--- src/rtl/rst_pulse_gen_if.sv ---
// rst_pulse_gen_if: request/status bundle between a system controller (master) and rst_pulse_gen (slave).
// With RST_PULSE_GEN_COUNT_EN defined the bundle also carries the pulse counter.
interface rst_pulse_gen_if;
    logic req;
    logic rst_out;
    logic busy;
    logic done;
`ifdef RST_PULSE_GEN_COUNT_EN
    logic [7:0] pulse_cnt;
    modport master (output req, input rst_out, busy, done, pulse_cnt);
    modport slave (input req, output rst_out, busy, done, pulse_cnt);
`else
    modport master (output req, input rst_out, busy, done);
    modport slave (input req, output rst_out, busy, done);
`endif
endinterface

--- src/rtl/rst_pulse_gen.sv ---
// rst_pulse_gen: stretches a reset request into a fixed-width active-low pulse followed by a recovery gap.
// Optional RST_PULSE_GEN_COUNT_EN adds a saturating count of request-initiated pulses.
module rst_pulse_gen #(
    parameter int PULSE_WIDTH     = 4,
    parameter int RECOVERY_CYCLES = 3,
    parameter int CNT_WIDTH       = 8
) (
    input logic             clk_i,
    input logic             rst_i,
    rst_pulse_gen_if.slave  bus
);
    if (PULSE_WIDTH < 1 || PULSE_WIDTH > 255 || RECOVERY_CYCLES < 1 || RECOVERY_CYCLES > 255 ||
        CNT_WIDTH < 1 || ((PULSE_WIDTH - 1) >> CNT_WIDTH) != 0 ||
        ((RECOVERY_CYCLES - 1) >> CNT_WIDTH) != 0) begin : g_bad_cfg
        $error("rst_pulse_gen: PULSE_WIDTH/RECOVERY_CYCLES out of range or too wide for CNT_WIDTH");
    end

    localparam logic [CNT_WIDTH-1:0] PW_M1 = CNT_WIDTH'(PULSE_WIDTH - 1);
    localparam logic [CNT_WIDTH-1:0] RC_M1 = CNT_WIDTH'(RECOVERY_CYCLES - 1);

    typedef enum logic [1:0] {IDLE, ASSERT, RECOVER} state_e;

    state_e               state_q, state_d;
    logic [CNT_WIDTH-1:0] cnt_q, cnt_d;
    logic                 pend_q, pend_d;
    logic                 rst_out_q, rst_out_d;
    logic                 busy_q, busy_d;
    logic                 done_q, done_d;

    always_comb begin
        state_d   = state_q;
        cnt_d     = cnt_q;
        pend_d    = pend_q;
        rst_out_d = rst_out_q;
        busy_d    = busy_q;
        done_d    = 1'b0;
        case (state_q)
            IDLE: if (bus.req) begin
                state_d   = ASSERT;
                cnt_d     = PW_M1;
                rst_out_d = 1'b0;
                busy_d    = 1'b1;
            end
            ASSERT: if (cnt_q != '0) begin
                cnt_d = cnt_q - 1'b1;
            end else begin
                state_d   = RECOVER;
                cnt_d     = RC_M1;
                rst_out_d = 1'b1;
            end
            RECOVER: begin
                pend_d = pend_q | bus.req;
                if (cnt_q != '0) begin
                    cnt_d = cnt_q - 1'b1;
                end else if (pend_q | bus.req) begin
                    // a request seen anywhere in the gap chains straight into the next pulse
                    state_d   = ASSERT;
                    cnt_d     = PW_M1;
                    rst_out_d = 1'b0;
                    pend_d    = 1'b0;
                end else begin
                    state_d = IDLE;
                    busy_d  = 1'b0;
                    done_d  = 1'b1;
                end
            end
            default: state_d = IDLE;
        endcase
    end

    always_ff @(posedge clk_i) begin
        if (rst_i) begin
            state_q   <= ASSERT;
            cnt_q     <= PW_M1;
            pend_q    <= 1'b0;
            rst_out_q <= 1'b0;
            busy_q    <= 1'b1;
            done_q    <= 1'b0;
        end else begin
            state_q   <= state_d;
            cnt_q     <= cnt_d;
            pend_q    <= pend_d;
            rst_out_q <= rst_out_d;
            busy_q    <= busy_d;
            done_q    <= done_d;
        end
    end

    assign bus.rst_out = rst_out_q;
    assign bus.busy    = busy_q;
    assign bus.done    = done_q;

`ifdef RST_PULSE_GEN_COUNT_EN
    logic [7:0] pulse_cnt_q, pulse_cnt_d;
    logic       start;

    // reset-initiated pulses never pass through this transition, so they are not counted
    assign start       = (state_d == ASSERT) && (state_q != ASSERT);
    assign pulse_cnt_d = (start && pulse_cnt_q != 8'hFF) ? pulse_cnt_q + 8'd1 : pulse_cnt_q;

    always_ff @(posedge clk_i) begin
        if (rst_i) pulse_cnt_q <= 8'd0;
        else       pulse_cnt_q <= pulse_cnt_d;
    end

    assign bus.pulse_cnt = pulse_cnt_q;
`endif
endmodule

--- src/flat_wrapper.sv ---
// flat-port wrapper written by rule: the top's interface ports become plain ports
module rst_pulse_gen_flat 
#(
    parameter int PULSE_WIDTH     = 4,
    parameter int RECOVERY_CYCLES = 3,
    parameter int CNT_WIDTH       = 8
)
  (clk_i, rst_i, bus_req, bus_rst_out, bus_busy, bus_done);
  rst_pulse_gen_if bus_i ();
  input logic clk_i;
  input logic rst_i;
  input wire logic [$bits(bus_i.req)-1:0] bus_req;
  output wire logic [$bits(bus_i.rst_out)-1:0] bus_rst_out;
  output wire logic [$bits(bus_i.busy)-1:0] bus_busy;
  output wire logic [$bits(bus_i.done)-1:0] bus_done;
  assign bus_i.req = bus_req;
  assign bus_rst_out = bus_i.rst_out;
  assign bus_busy = bus_i.busy;
  assign bus_done = bus_i.done;
  rst_pulse_gen #(.PULSE_WIDTH(PULSE_WIDTH), .RECOVERY_CYCLES(RECOVERY_CYCLES), .CNT_WIDTH(CNT_WIDTH)) u_core (.clk_i(clk_i), .rst_i(rst_i), .bus(bus_i));
endmodule
--- config.mk ---
export PLATFORM = sky130hd
export DESIGN_NAME = rst_pulse_gen_flat
export DESIGN_NICKNAME = d
export VERILOG_FILES = /design/src/rtl/rst_pulse_gen_if.sv /design/src/rtl/rst_pulse_gen.sv /design/src/flat_wrapper.sv
export SDC_FILE = /design/constraint.sdc
export NUM_CORES = 1
export LEC_CHECK = 0
export BUFFER_PORTS_ARGS = -buffer_cell sky130_fd_sc_hd__buf_2
export CAP_MARGIN = 40
export CORE_MARGIN = 2
export CORE_UTILIZATION = 40
export CTS_BUF_LIST = sky130_fd_sc_hd__clkbuf_4 sky130_fd_sc_hd__clkbuf_8
export DETAILED_ROUTE_END_ITERATION = 8
export PLACE_DENSITY = 0.6
export SYNTH_ARGS = -nofsm -noshare
export SYNTH_HDL_FRONTEND = slang
export SYNTH_SLANG_ARGS = --single-unit
--- constraint.sdc ---
create_clock -name clk_i -period 1.67 [get_ports clk_i]
set_clock_uncertainty 0.05 [all_clocks]
set_input_delay 0.0835 -clock clk_i [delete_from_list [all_inputs] [get_ports clk_i]]
set_output_delay 0.0835 -clock clk_i [all_outputs]
set_load 0.01 [all_outputs]
==> summary.md <==
| Metric | Value |
|---|---|
| Status | complete, no violations |
| Antenna diodes | 0 |
| Largest net degree at the start of global routing | 10 |
| Mean post-synth cell area | 8.576 um^2 |
| Post-Synth Simple-Gate Area | 23.71% |
| Wirelength per Cell | 14.75 um |
| # rows | 16 |
| Vias | 855 |
| Initial DRC Count | 22 |
| Syn. warnings | 0 |
| Final slew viol count | 0 |
| Clk sinks | 14 |
| Cell count after synthesis | 96 |
| Synth Flop Type | dfxtp_1 |
| First-pass DRT Iterations | 4 |
| Clk Latency, worst-skew pair | 0.27 ns |
| Startpoint types | flip-flop |
| Slew HR | 74.17% |
| Tightest Hold Check Type | input port to flip-flop |
| Vias per cell | 5.588 |
| Root buf cell | clkbuf_4 |
| RSZ-0062 raised after global routing | true |
| Die area | 2437 um^2 |
| First-pass GRT wire length | 3.553 mm |
| Critical Path RT | 1.75 ns |
| F_max | 601.3 MHz |
| Die width | 49.37 um |
| GRT Overall Usage | 19.02% |
| Leakage | 0.4671 nW |
| CP endpoint kind | flip-flop |
| Synth cell count leaders | 14 x dfxtp_1, 11 x inv_1, 10 x nor2_1, 9 x a21oi_1, 7 x o21ai_0 |
| Post-DP HPWL | 1.545 mm |
| Top post-synthesis cells by area | dfxtp_1 34%, ha_1 9.1%, a21oi_1 5.5% |
| CTS Buf Count | 3 |
| Post-layout util | 61.60% |
| Max Root-Sink Buffers | 2 |
| TritonCTS clock tree | yes |
| GPL Wtd Cong | 0.8048 |
| Die H | 49.37 um |
| Synth area leader | dfxtp_1 |
| Antenna violations before repair | 0 |
| Fin crit period | 1.663 ns |
| Seq/Total Area, Yosys | 34.04% |
| CP Max Fanout | 5 |
| Syn Nets | 105 |
| Critical path class | flip-flop to flip-flop |
| Top-count cell post-synth | dfxtp_1 |
| Post-Synth XOR/XNOR Area | 0% |
| Worst EP arrival | 1.74 ns |
| Hold Vio Cnt, Final | 0 |
| Layout cells sized above 1 | 45.24% |
| Initial Utilization | 42.40% |
| Post-Route WL | 2.256 mm |
| Post-synthesis compound-gate area fraction | 27.20% |
| Core Region | 1942 um^2 |
| Mapped Area | 823.3 um^2 |
| Pwr Total | 1.822 mW |
| Synth-to-Final Area Change | 45.29% |
| GR Overflow Total | 0 |
| Final period util | 99.58% |
| PwrDens | 1523 nW/um^2 |
| Final Setup Violations | 0 |
| Largest family of logic cells by synthesized area | compound AO/OA/AOI/OAI gates |
| Max Cap Viol | 0 |
| Multiplexer area fraction after synthesis | 0% |
| I/O pins | 6 |
| Flops & latches, synth | 14 |
| Unique cell type count in the Yosys netlist | 33 |
| Port buffer count | 5 |
| Post-DRT Antenna Nets | 0 |
| Post-synth top area share | 34.04% |
| Slew @ Worst Pin | 0.3839 ns |
| Adder-Cell Fraction of Synth Area | 9.119% |
| Remaining DRCs | 0 |
| Worst-path clk slew | 0.08 ns |
| Asr flop ratio synth | 0% |
| Vias in the first global route | 745 |
| Worst VDD drop | 833.0 uV |
| Post-layout nets | 137 |
| EDFF count, synth | 0 |
| Clock H-tree levels | 1 |
-- metal layers --
layer | up-vias | wire length [um] | global-route usage [%]
met5 | - | 0 | 0
met3 | 4 | 123 | 5.521
met1 | 408 | 1029 | 26.47
met4 | 0 | 45 | 4.286
li1 | 419 | - | -
met2 | 24 | 1057 | 28.83
-- kinds of logic after synthesis --
family                   count (synthesis)
AO/OA/AOI/OAI                           32
AND/OR/NAND/NOR                         32
flip-flops                              14
buffers and inverters                   12
adder cells (fa/ha/maj)                  6
-- cells in the final DEF, fill, tap and decap left out, types with 3 or more instances in the layout --
master | synthesis | routed
a21oi_1 | 9 | 5
a21oi_2 | 1 | 5
buf_2 | 0 | 5
buf_4 | 1 | 20
clkbuf_4 | 0 | 3
dfxtp_1 | 14 | 11
dfxtp_2 | 0 | 3
ha_1 | 6 | 4
inv_1 | 11 | 9
nand4_1 | 6 | 6
nor2_1 | 10 | 9
o21ai_0 | 7 | 6
-- worst max-delay path, cell delays in order (launching register included) --
cell	delay (ns)
dfxtp_2	0.33
inv_1	0.07
ha_2	0.17
nor3b_4	0.17
buf_6	0.16
buf_4	0.13
a21boi_1	0.06
o21bai_1	0.21
a41oi_2	0.17
-- flip-flops by register name (all words and copies together), names as in the netlist --
signal              flops
u_core.bus.busy         1
u_core.bus.done         1
u_core.bus.rst_out      1
u_core.cnt_q            8
u_core.pend_q           1
u_core.state_q          2
-- stage by stage --
stage               area (um^2)  instances  setup WS, ns  hold WS, ns  setup TNS, ns
finish                     1196        153      0.007056       0.1672              0
global route               1196        153      -0.05250       0.1935        -0.1006
CTS                        1075        149     -0.009896     -0.02642      -0.009896
detailed placement         1008        144       -0.1572       0.2712        -0.7506
global placement           1008        144      -0.03652       0.2842        -0.1733
floorplan                 829.5         96      0.007539       0.1026              0
-- final timing paths --
kind                                    startpoint                 end  slack (ns)  cells past startpoint
worst max register to register     u_core.cnt_q[1]     u_core.cnt_q[0]       0.007                      8
worst max-delay path               u_core.cnt_q[1]     u_core.cnt_q[0]       0.007                      8
worst min register to register  u_core.bus.rst_out  u_core.bus.rst_out        0.44                      2
worst min-delay path                       bus_req       u_core.pend_q        0.17                      3
-- power breakdown --
part	internal [mW]	switching [mW]
Sequential	0.407	0.0548
Combinational	0.578	0.597
Clock	0.0836	0.103
Total	1.07	0.754
-- final cells by class --
cell class | count | area, um^2
clock buffer | 3 | 22.52
fill | 180 | 745.7
inverter | 11 | 41.29
multi-input combinational | 70 | 606.8
sequential | 14 | 284.0
tap | 27 | 33.78
timing repair buffer | 28 | 207.7
-- what timing repair did --
| item | in CTS | in global routing |
|---|---|---|
| pin swaps | 1 | 11 |
| resized for setup | 8 | 25 |
| setup buffers | 2 | 3 |
| endpoints found under the setup margin | 12 | 12 |
| endpoints found under the hold margin | 3 | 1 |
(Power assumes the default switching activity.)
